<file path="config.mk">
export PLATFORM = sky130hd
export DESIGN_NAME = debounce_scheduler
export DESIGN_NICKNAME = d
export VERILOG_FILES = /design/src/rtl/debounce_scheduler.sv
export SDC_FILE = /design/constraint.sdc
export NUM_CORES = 1
export LEC_CHECK = 0
export ABC_CLOCK_PERIOD_IN_PS = 3100
export BUFFER_PORTS_ARGS = -buffer_cell sky130_fd_sc_hd__buf_2
export CORE_AREA = 3 3 113 72
export CTS_CLUSTER_DIAMETER = 120
export DETAILED_ROUTE_END_ITERATION = 6
export DIE_AREA = 0 0 116 75
export PLACE_DENSITY = 0.75
export SKIP_CTS_REPAIR_TIMING = 1
export SLEW_MARGIN = 10
export SYNTH_ARGS = -nofsm -noshare
export SYNTH_HDL_FRONTEND = slang
export SYNTH_SLANG_ARGS = --single-unit
</file>
<file path="constraint.sdc">
create_clock -name i_clk -period 3.1 [get_ports i_clk]
set_input_delay 0.62 -clock i_clk [delete_from_list [all_inputs] [get_ports i_clk]]
set_output_delay 0.62 -clock i_clk [all_outputs]
set_load 0.005 [all_outputs]
</file>
<file path="src/rtl/debounce_scheduler.sv">
// Time-multiplexed switch debouncer: one shared 3-sample debounce engine visits
// each channel in round-robin order, once per service tick.
module debounce_scheduler #(
    parameter int N_CH     = 4,
    parameter int TICK_DIV = 1_000_000
) (
    input  logic                    i_clk,
    input  logic                    i_rst,
    input  logic                    i_en,
    input  logic                    i_clr,
    input  logic [N_CH-1:0]         i_sw,
    output logic [N_CH-1:0]         o_db,
    output logic [N_CH-1:0]         o_db_pulse,
    output logic [N_CH*8-1:0]       o_count,
    output logic [$clog2(N_CH)-1:0] o_ch_sel,
    output logic                    o_tick
);

    localparam int CH_W  = $clog2(N_CH);
    localparam int DIV_W = $clog2(TICK_DIV);
    localparam logic [DIV_W-1:0] DIV_LAST = DIV_W'(TICK_DIV - 1);
    localparam logic [CH_W-1:0]  CH_LAST  = CH_W'(N_CH - 1);

    typedef enum logic [2:0] {
        ZERO = 3'd0,
        W1A  = 3'd1,
        W1B  = 3'd2,
        ONE  = 3'd3,
        W0A  = 3'd4,
        W0B  = 3'd5
    } db_state_t;

    logic [N_CH-1:0]  sync1_reg;
    logic [N_CH-1:0]  sync2_reg;
    logic [DIV_W-1:0] div_reg;
    logic [CH_W-1:0]  ch_sel_reg;
    db_state_t        state_reg [N_CH];
    logic [N_CH-1:0]  db_reg;
    logic [N_CH-1:0]  pulse_reg;
    logic [7:0]       count_reg [N_CH];

    logic      tick;
    db_state_t cur_state;
    db_state_t state_next;
    logic      sample;
    logic      db_next;
    logic      rise;

    assign tick = i_en && (div_reg == DIV_LAST);

    // Shared engine: evaluates only the channel currently selected.
    always_comb begin
        cur_state  = state_reg[ch_sel_reg];
        sample     = sync2_reg[ch_sel_reg];
        state_next = cur_state;
        case (cur_state)
            ZERO:    state_next = sample ? W1A : ZERO;
            W1A:     state_next = sample ? W1B : ZERO;
            W1B:     state_next = sample ? ONE : ZERO;
            ONE:     state_next = sample ? ONE : W0A;
            W0A:     state_next = sample ? ONE : W0B;
            W0B:     state_next = sample ? ONE : ZERO;
            default: state_next = ZERO;
        endcase
        db_next = (state_next == ONE) || (state_next == W0A) || (state_next == W0B);
        rise    = (cur_state == W1B) && sample;
    end

    always_ff @(posedge i_clk or negedge i_rst) begin
        if (!i_rst) begin
            sync1_reg  <= '0;
            sync2_reg  <= '0;
            div_reg    <= '0;
            ch_sel_reg <= '0;
            db_reg     <= '0;
            pulse_reg  <= '0;
            for (int k = 0; k < N_CH; k++) begin
                state_reg[k] <= ZERO;
                count_reg[k] <= 8'd0;
            end
        end else begin
            sync1_reg <= i_sw;
            sync2_reg <= sync1_reg;
            pulse_reg <= '0;
            if (i_en) begin
                div_reg <= tick ? '0 : div_reg + DIV_W'(1);
            end
            if (tick) begin
                state_reg[ch_sel_reg] <= state_next;
                db_reg[ch_sel_reg]    <= db_next;
                pulse_reg[ch_sel_reg] <= rise;
                ch_sel_reg            <= (ch_sel_reg == CH_LAST) ? '0 : ch_sel_reg + CH_W'(1);
            end
            // Clear takes priority over a coincident increment.
            for (int k = 0; k < N_CH; k++) begin
                if (i_clr) begin
                    count_reg[k] <= 8'd0;
                end else if (tick && rise && (ch_sel_reg == CH_W'(k))) begin
                    count_reg[k] <= count_reg[k] + 8'd1;
                end
            end
        end
    end

    generate
        for (genvar gi = 0; gi < N_CH; gi++) begin : g_count
            assign o_count[8*gi +: 8] = count_reg[gi];
        end
    endgenerate

    assign o_db       = db_reg;
    assign o_db_pulse = pulse_reg;
    assign o_ch_sel   = ch_sel_reg;
    assign o_tick     = tick;

endmodule

</file>
==> results of run 1 <==
==> power by group through the flow <==
stage / combinational (mW) / sequential (mW) / clock, mW
final: 0.120 / 1.16 / 1.03
after detailed placement: 0.123 / 1.18 / 0
after global placement: 0.115 / 1.18 / 0
after floorplan: 0.0799 / 1.17 / 0
after global routing: 0.140 / 1.17 / 1.10
after CTS: 0.122 / 1.16 / 1.05
==> cell families after synthesis <==
group	Yosys count
AND/OR/NAND/NOR	140
flip-flops	82
AO/OA/AOI/OAI	76
multiplexers	23
buffers and inverters	19
XOR/XNOR	15
adder cells (fa/ha/maj)	9
==> cell type report <==
type	count	area, um^2
Clock inverter	3	40.0
Timing Repair Buffer	58	313
Fill cell	565	2600
Tap cell	91	114
Inverter	6	22.5
Sequential cell	82	2050
Clock buffer	12	246
Multi-Input combinational cell	263	1760
==> worst max-delay path, delay by kind of cell (launching register included) <==
family                 cells  cell delay (ns)
flip-flops                 1             0.42
AND/OR/NAND/NOR            3             1.22
buffers and inverters      2             0.28
==> metrics by stage <==
stage | cell area, um^2 | hold WS (ns) | worst slack, ns | std cells | util (%)
finish | 4550 | 0.352 | 0.224 | 515 | 63.7
global route | 4550 | 0.366 | 0.0306 | 515 | 63.7
CTS | 4550 | 0.355 | 0.228 | 515 | 63.7
detailed placement | 4260 | 0.339 | 0.353 | 500 | 59.7
global placement | 4260 | 0.342 | 0.436 | 500 | 59.7
floorplan | 3900 | 0.324 | 0.466 | 364 | -
==> metal layers <==
layer  track usage, %  routed length [um]
met3             8.03                 562
met2             30.8                3730
met5                0                   0
met4             4.63                  80
met1             31.0                4150
==> how the worst min path moves through the flow <==
stage,slack (ns),cells after the start,endpoint
final,0.35,0,sync2_reg[3]$_DFF_PN0_
after global placement,0.34,0,sync2_reg[1]$_DFF_PN0_
after floorplan,0.32,0,div_reg[0]$_DFFE_PN0P_
after detailed placement,0.34,0,sync2_reg[1]$_DFF_PN0_
after global routing,0.37,0,sync2_reg[0]$_DFF_PN0_
after CTS,0.36,0,sync2_reg[1]$_DFF_PN0_
==> cells in the final DEF, fill, tap and decap left out, types with 2 or more instances in the layout <==
cell type | synthesis | routed
sky130_fd_sc_hd__dfrtp_1 | 82 | 82
sky130_fd_sc_hd__buf_2 | 0 | 49
sky130_fd_sc_hd__a21oi_1 | 33 | 33
sky130_fd_sc_hd__nand2_1 | 29 | 29
sky130_fd_sc_hd__nand4_1 | 26 | 26
sky130_fd_sc_hd__o21ai_1 | 25 | 25
sky130_fd_sc_hd__or3_1 | 21 | 21
sky130_fd_sc_hd__nor2_1 | 20 | 20
sky130_fd_sc_hd__mux2_2 | 17 | 17
sky130_fd_sc_hd__or4_1 | 10 | 10
sky130_fd_sc_hd__nand3_1 | 9 | 9
sky130_fd_sc_hd__xor2_1 | 9 | 9
sky130_fd_sc_hd__ha_1 | 9 | 9
sky130_fd_sc_hd__clkbuf_16 | 0 | 9
sky130_fd_sc_hd__buf_4 | 0 | 9
sky130_fd_sc_hd__o31ai_1 | 8 | 8
sky130_fd_sc_hd__o21ai_0 | 6 | 6
sky130_fd_sc_hd__and3_1 | 6 | 6
sky130_fd_sc_hd__xnor2_1 | 6 | 6
sky130_fd_sc_hd__inv_1 | 5 | 5
sky130_fd_sc_hd__mux4_2 | 4 | 4
sky130_fd_sc_hd__nor4_1 | 3 | 3
sky130_fd_sc_hd__nand2b_1 | 2 | 2
sky130_fd_sc_hd__and4_1 | 2 | 2
sky130_fd_sc_hd__nor3_1 | 2 | 2
sky130_fd_sc_hd__nor2b_1 | 2 | 2
sky130_fd_sc_hd__mux2i_1 | 2 | 2
sky130_fd_sc_hd__clkinv_2 | 0 | 2
sky130_fd_sc_hd__clkbuf_1 | 11 | 2
==> Implementation_results.wiki, run 1 <==
{| class="wikitable"
! Metric !! Value
|-
| Fraction of the mapped netlist area in simple logic gates || 20.6%
|-
| Number of buffers created by CTS || 9
|-
| Max-cap check violation count || 0
|-
| Sequential cell area fraction in the yosys report || 52.6%
|-
| Via count || 3095
|-
| Switching power summed over all nets || 0.511 mW
|-
| Top-Level Pins || 51
|-
| Number of warnings printed during yosys synthesis || 0
|-
| Final total negative setup slack || 0 ns
|-
| Number of global-route vias before repair || 2829
|-
| Post-Synth Adder-Cell Area || 2.89%
|-
| Count of pins over their slew limit || 0
|-
| Final period util || 92.8%
|-
| Cells on worst reg2reg path || 6
|-
| Fmax || 348 MHz
|-
| Actual transition at the worst max-transition pin || 1.02 ns
|-
| Pin count of the biggest net entering global routing || 83
|-
| Largest vdd supply drop || 295 uV
|-
| Via/cell ratio || 6.01
|-
| Data required time of the worst path || 2.48 ns
|-
| Combinational family with the most area after synthesis || simple AND/OR/NAND/NOR gates
|-
| Reg2reg start || o_ch_sel[0]$_DFFE_PN0N_
|-
| Cells after synthesis || 364
|-
| Design Power || 2.31 mW
|-
| Final hold viol count || 0
|-
| Clock period minus worst slack || 2.88 ns
|-
| Kind of end point of the critical path || output port
|-
| Max stage delay cell, worst path || sky130_fd_sc_hd__nor4_1
|-
| Register share of total power || 50.1%
|-
| Leading post-synthesis cells by instance count || sky130_fd_sc_hd__dfrtp_1, sky130_fd_sc_hd__a21oi_1, sky130_fd_sc_hd__nand2_1, sky130_fd_sc_hd__nand4_1, sky130_fd_sc_hd__o21ai_1
|-
| Detailed Routing Iterations Pass 1 || 4
|-
| Crit-path cells || nor4_1, and4_1, nand3_1, clkinv_1, buf_2
|-
| Overall fraction of global-route tracks in use || 21.4%
|-
| Die Span Y || 75 um
|-
| Number of flip-flops in the largest register || 32
|-
| H-tree depth reported by CTS || 3
|-
| Worst r2r dst || o_count[2]$_DFFE_PN0P_
|-
| Worst-Skew Late Latency || 0.34 ns
|-
| Power density relative to cell area || 508 mW/mm^2
|-
| Worst-case clock buffer depth || 2
|-
| Share of cells above drive strength 1 || 23.1%
|-
| Data arrival at the endpoint of the critical path || 2.26 ns
|-
| Post-synth top area share || 52.6%
|-
| Total leakage power || 2.10 nW
|-
| Cell-internal power || 1.80 mW
|-
| Termination of the worst setup path || o_tick
|-
| Number of storage elements in the synthesis netlist || 82
|-
| Kind of path behind the tightest hold check || reg -> reg
|-
| Post-Synthesis Cell Area || 0.00390 mm^2
|-
| Setup repair after global routing missed its margin || no
|-
| Count of final setup violators || 0
|-
| Final worst clock skew || 0.00478 ns
|-
| DIE WIDTH || 116 um
|-
| Largest incremental delay on the critical path || 0.45 ns
|-
| Type of the setup path with the least slack || reg -> out
|-
| Congestion Overflow GR || 0
|-
| Number of nets in the layout || 437
|-
| Total half-perimeter wirelength after legalization and detailed placement || 5930 um
|-
| Area Overhead vs Synth || 16.6%
|-
| Fraction of synthesis flops using an asynchronous set or reset pin || 100%
|-
| Result of the run || complete, no violations
|-
| Startpoint kind of the worst setup timing path || register
|-
| GP Congestion || 0.842
|-
| Number of enable-type register cells in the synthesized netlist || 0
|-
| Starting Density || 54.6%
|-
| Ant. Diodes || 0
|-
| First-pass GRT wire length || 14300 um
|-
| Unique cell type count in the Yosys netlist || 39
|-
| Most frequently used cell type in the post-synthesis netlist || sky130_fd_sc_hd__dfrtp_1
|-
| Initial antenna violation count || 0
|-
| Number of DRC violations after detailed routing || 0
|-
| CP Max Fanout || 7
|-
| Clock transition at the registers of the reported paths || 0.06 ns
|-
| Site Rows || 24
|-
| Share of the synthesized netlist area taken by xor and xnor gates || 3.37%
|-
| Beginning of the critical path || div_reg[7]$_DFFE_PN0P_
|-
| Wire per inst || 16.6 um
|-
| Per-instance average area after synthesis || 10.7 um^2
|-
| Part of the power in the clock network || 44.7%
|-
| Core area || 0.00715 mm^2
|-
| Number of DRC markers in iteration 0 || 287
|-
| Clock sink count || 82
|-
| Clk root buf || sky130_fd_sc_hd__clkbuf_16
|-
| Comb power frac || 5.2%
|-
| Setup slack, reg-to-reg || 0.32 ns
|-
| Die Footprint || 0.00870 mm^2
|-
| Top cells by area, synth || sky130_fd_sc_hd__dfrtp_1, sky130_fd_sc_hd__mux2_2, sky130_fd_sc_hd__a21oi_1
|-
| Remaining antenna violation count after routing || 0
|-
| Syn Nets || 381
|-
| Synth Flop Type || sky130_fd_sc_hd__dfrtp_1
|-
| Portion of netlist area occupied by mux cells || 7.73%
|-
| Detailed-route wire length || 8530 um
|-
| Compound-gate portion of the synthesized area || 10.6%
|-
| Synth area leader || sky130_fd_sc_hd__dfrtp_1
|-
| CTS tree || done
|-
| Share of total power consumed by net switching || 22.1%
|-
| Count of buffers inserted at the top-level ports || 50
|-
| Max-Slew Margin vs Limit || 32.0%
|-
| Launch point of the worst hold path || sync1_reg[3]$_DFF_PN0_
|}
Note: power is estimated with default switching activity, not from simulation.
==> run 2, diff against run 1 <==
- ABC_CLOCK_PERIOD_IN_PS: 3100 -> 3500
- clock period: 3.1 -> 3.5 ns (I/O delays scaled with it)
==> Implementation_results.wiki, run 2 (synthesis results as in run 1) <==
{| class="wikitable"
! Metric !! Value
|-
| Final total negative setup slack || 0 ns (unchanged)
|-
| Via/cell ratio || 5.99 (-0.36%)
|-
| Family with the most delay on the worst path || simple AND/OR/NAND/NOR gates
|-
| Wire per inst || 17.1 um (+3.4%)
|-
| H-tree depth reported by CTS || 3 (unchanged)
|-
| DIE WIDTH || 116 um (unchanged)
|-
| Worst-Skew Late Latency || 0.34 ns (about the same)
|-
| Fmax || 330 MHz
|-
| Buf+Inv Stages, Crit Path || 0 (-2)
|-
| Final worst clock skew || 0.00733 ns (+0.00256 ns)
|-
| Share of cells above drive strength 1 || 23.0% (-0.13 points)
|-
| Largest vdd supply drop || 291 uV (-1.4%)
|-
| CP Max Fanout || 41 (+34)
|-
| Total half-perimeter wirelength after legalization and detailed placement || 6040 um (+1.8%)
|-
| Result of the run || complete, no violations
|-
| Setup Slack @ Placement || 0.462 ns (+0.110 ns)
|-
| Data arrival at the endpoint of the critical path || 3.29 ns (+1.03 ns)
|-
| Number of global-route vias before repair || 2816 (-0.46%)
|-
| Worst-case clock buffer depth || 2 (unchanged)
|-
| Top routing layer in use || met4
|-
| Finished Cell Area || 0.00461 mm^2 (+1.3%)
|-
| Remaining antenna violation count after routing || 0 (unchanged)
|-
| Type of the setup path with the least slack || reg -> reg
|-
| Detailed Routing Iterations Pass 1 || 5 (+1)
|-
| Total leakage power || 2.13 nW (+1.2%)
|-
| Startpoint kind of the worst setup timing path || register
|-
| Count of final setup violators || 0 (unchanged)
|-
| Data required time of the worst path || 3.76 ns (+1.28 ns)
|-
| Number of DRC markers in iteration 0 || 251 (-13%)
|-
| Largest incremental delay on the critical path || 0.66 ns (+0.21 ns)
|-
| CTS tree || done
|-
| Via count || 3072 (-0.74%)
|-
| Max stage delay cell, worst path || sky130_fd_sc_hd__mux4_2
|-
| Pin count of the biggest net entering global routing || 83 (unchanged)
|-
| Commonest non-fill, non-tap cell in the layout || sky130_fd_sc_hd__dfrtp_1
|-
| Top-Level Pins || 51 (unchanged)
|-
| Met1 routed wirelength after detailed routing || 4180 um (+0.51%)
|-
| Number of DRC violations after detailed routing || 0 (unchanged)
|-
| Core area || 0.00715 mm^2 (unchanged)
|-
| Kind of end point of the critical path || register
|-
| Most used cells in the layout excluding fill and tap cells || sky130_fd_sc_hd__dfrtp_1, sky130_fd_sc_hd__buf_2, sky130_fd_sc_hd__a21oi_1, sky130_fd_sc_hd__nand2_1, sky130_fd_sc_hd__nand4_1
|-
| Kind of path behind the tightest hold check || reg -> reg
|-
| Ant. Diodes || 0 (unchanged)
|-
| GP Congestion || 0.799 (-5.1%)
|-
| Site Rows || 24 (unchanged)
|-
| Actual transition at the worst max-transition pin || 1.01 ns (-0.00950 ns)
|-
| Clock sink count || 82 (unchanged)
|-
| Overall fraction of global-route tracks in use || 21.6% (+0.26 points)
|-
| Count of buffers inserted at the top-level ports || 50 (unchanged)
|-
| Number of buffers created by CTS || 9 (unchanged)
|-
| Crit-path cells || mux4_2, and4bb_2, nand4_4, or4_1, a21oi_1
|-
| Max-cap check violation count || 0 (unchanged)
|-
| Number of flip-flops in the largest register || 32 (unchanged)
|-
| Initial antenna violation count || 0 (unchanged)
|-
| Met3 Routed Length || 574 um (+2.1%)
|-
| Detailed-route wire length || 8780 um (+3.0%)
|-
| Starting Density || 54.6% (unchanged)
|-
| Design Power || 2.29 mW (-1.2%)
|-
| Number of nets in the layout || 434 (-0.69%)
|-
| Clock transition at the registers of the reported paths || 0.06 ns (about the same)
|-
| Post-place instance area || 0.00424 mm^2 (-0.53%)
|-
| Area Overhead vs Synth || 18.2%
|-
| Die Footprint || 0.00870 mm^2 (unchanged)
|-
| Count of pins over their slew limit || 0 (unchanged)
|-
| Congestion Overflow GR || 0 (unchanged)
|-
| Final period util || 86.6%
|-
| Die Span Y || 75 um (unchanged)
|-
| Met2 WL post-DR || 3950 um (+6.0%)
|-
| Clock period minus worst slack || 3.03 ns
|-
| Worst hold slack across all endpoints || 0.351 ns (-0.000416 ns)
|-
| Slack of the critical path || 0.469 ns (+0.245 ns)
|-
| Clk root buf || sky130_fd_sc_hd__clkbuf_16
|-
| Setup repair after global routing missed its margin || no
|-
| Final hold viol count || 0 (unchanged)
|-
| Max-Slew Margin vs Limit || 32.6% (+0.63 points)
|-
| Power density relative to cell area || 496 mW/mm^2 (-2.5%)
|-
| First-pass GRT wire length || 14300 um (about the same)
|}
==> run 2: cell types whose count changed in the layout (fill, tap and decap cells not counted), sizes merged <==
cell    before  now
buf         58   55
bufinv       1    4
clkbuf      12   11
clkinv       3    2
==> run 2: final timing paths <==
check	start	end	slack, ns	cells after the start
worst max register to register	o_ch_sel[0]$_DFFE_PN0N_	o_count[5]$_DFFE_PN0P_	0.47	5
max in group asynchronous	i_rst	div_reg[10]$_DFFE_PN0P_	2.31	1
worst max-delay path	o_ch_sel[0]$_DFFE_PN0N_	o_count[5]$_DFFE_PN0P_	0.47	5
min in group asynchronous	i_rst	o_db[3]$_DFFE_PN0P_	0.53	1
worst min register to register	sync1_reg[0]$_DFF_PN0_	sync2_reg[0]$_DFF_PN0_	0.35	0
worst min-delay path	sync1_reg[0]$_DFF_PN0_	sync2_reg[0]$_DFF_PN0_	0.35	0
==> run 2: worst reg2reg max path: stages, from the launching register on <==
cell and delay (ns):
sky130_fd_sc_hd__dfrtp_1 0.59, sky130_fd_sc_hd__mux4_2 0.66, sky130_fd_sc_hd__and4bb_2 0.43, sky130_fd_sc_hd__nand4_4 0.43, sky130_fd_sc_hd__or4_1 0.67, sky130_fd_sc_hd__a21oi_1 0.18
==> run 2: final cells by class <==
cell class | count | area (um^2)
flip-flops and latches | 82 | 2050
fillers | 576 | 2540
well taps | 91 | 114
inverters | 6 | 22.5
clock buffers | 11 | 243
repair buffers | 55 | 290
multi-input cells | 263 | 1760
clock inverters | 5 | 125
==> run 2: routing by layer <==
layer / GRT usage (%) / up-vias
li1: - / 1460
met1: 31.1 / 1512
met2: 31.7 / 90
met3: 7.79 / 10
met4: 4.76 / 0
met5: 0 / -
==> run 2: report_power, final <==
group          internal (mW)  switching, mW
Clock                  0.787          0.364
Sequential             0.988         0.0413
Combinational         0.0431         0.0619
Total                   1.82          0.467
==> run 2: per-stage QoR <==
stage,std cells,utilization (%)
2_1_floorplan,364,-
3_3_place_gp,497,59.3
3_5_place_dp,497,59.3
4_1_cts,513,64.5
5_1_grt,513,64.5
6_report,513,64.5
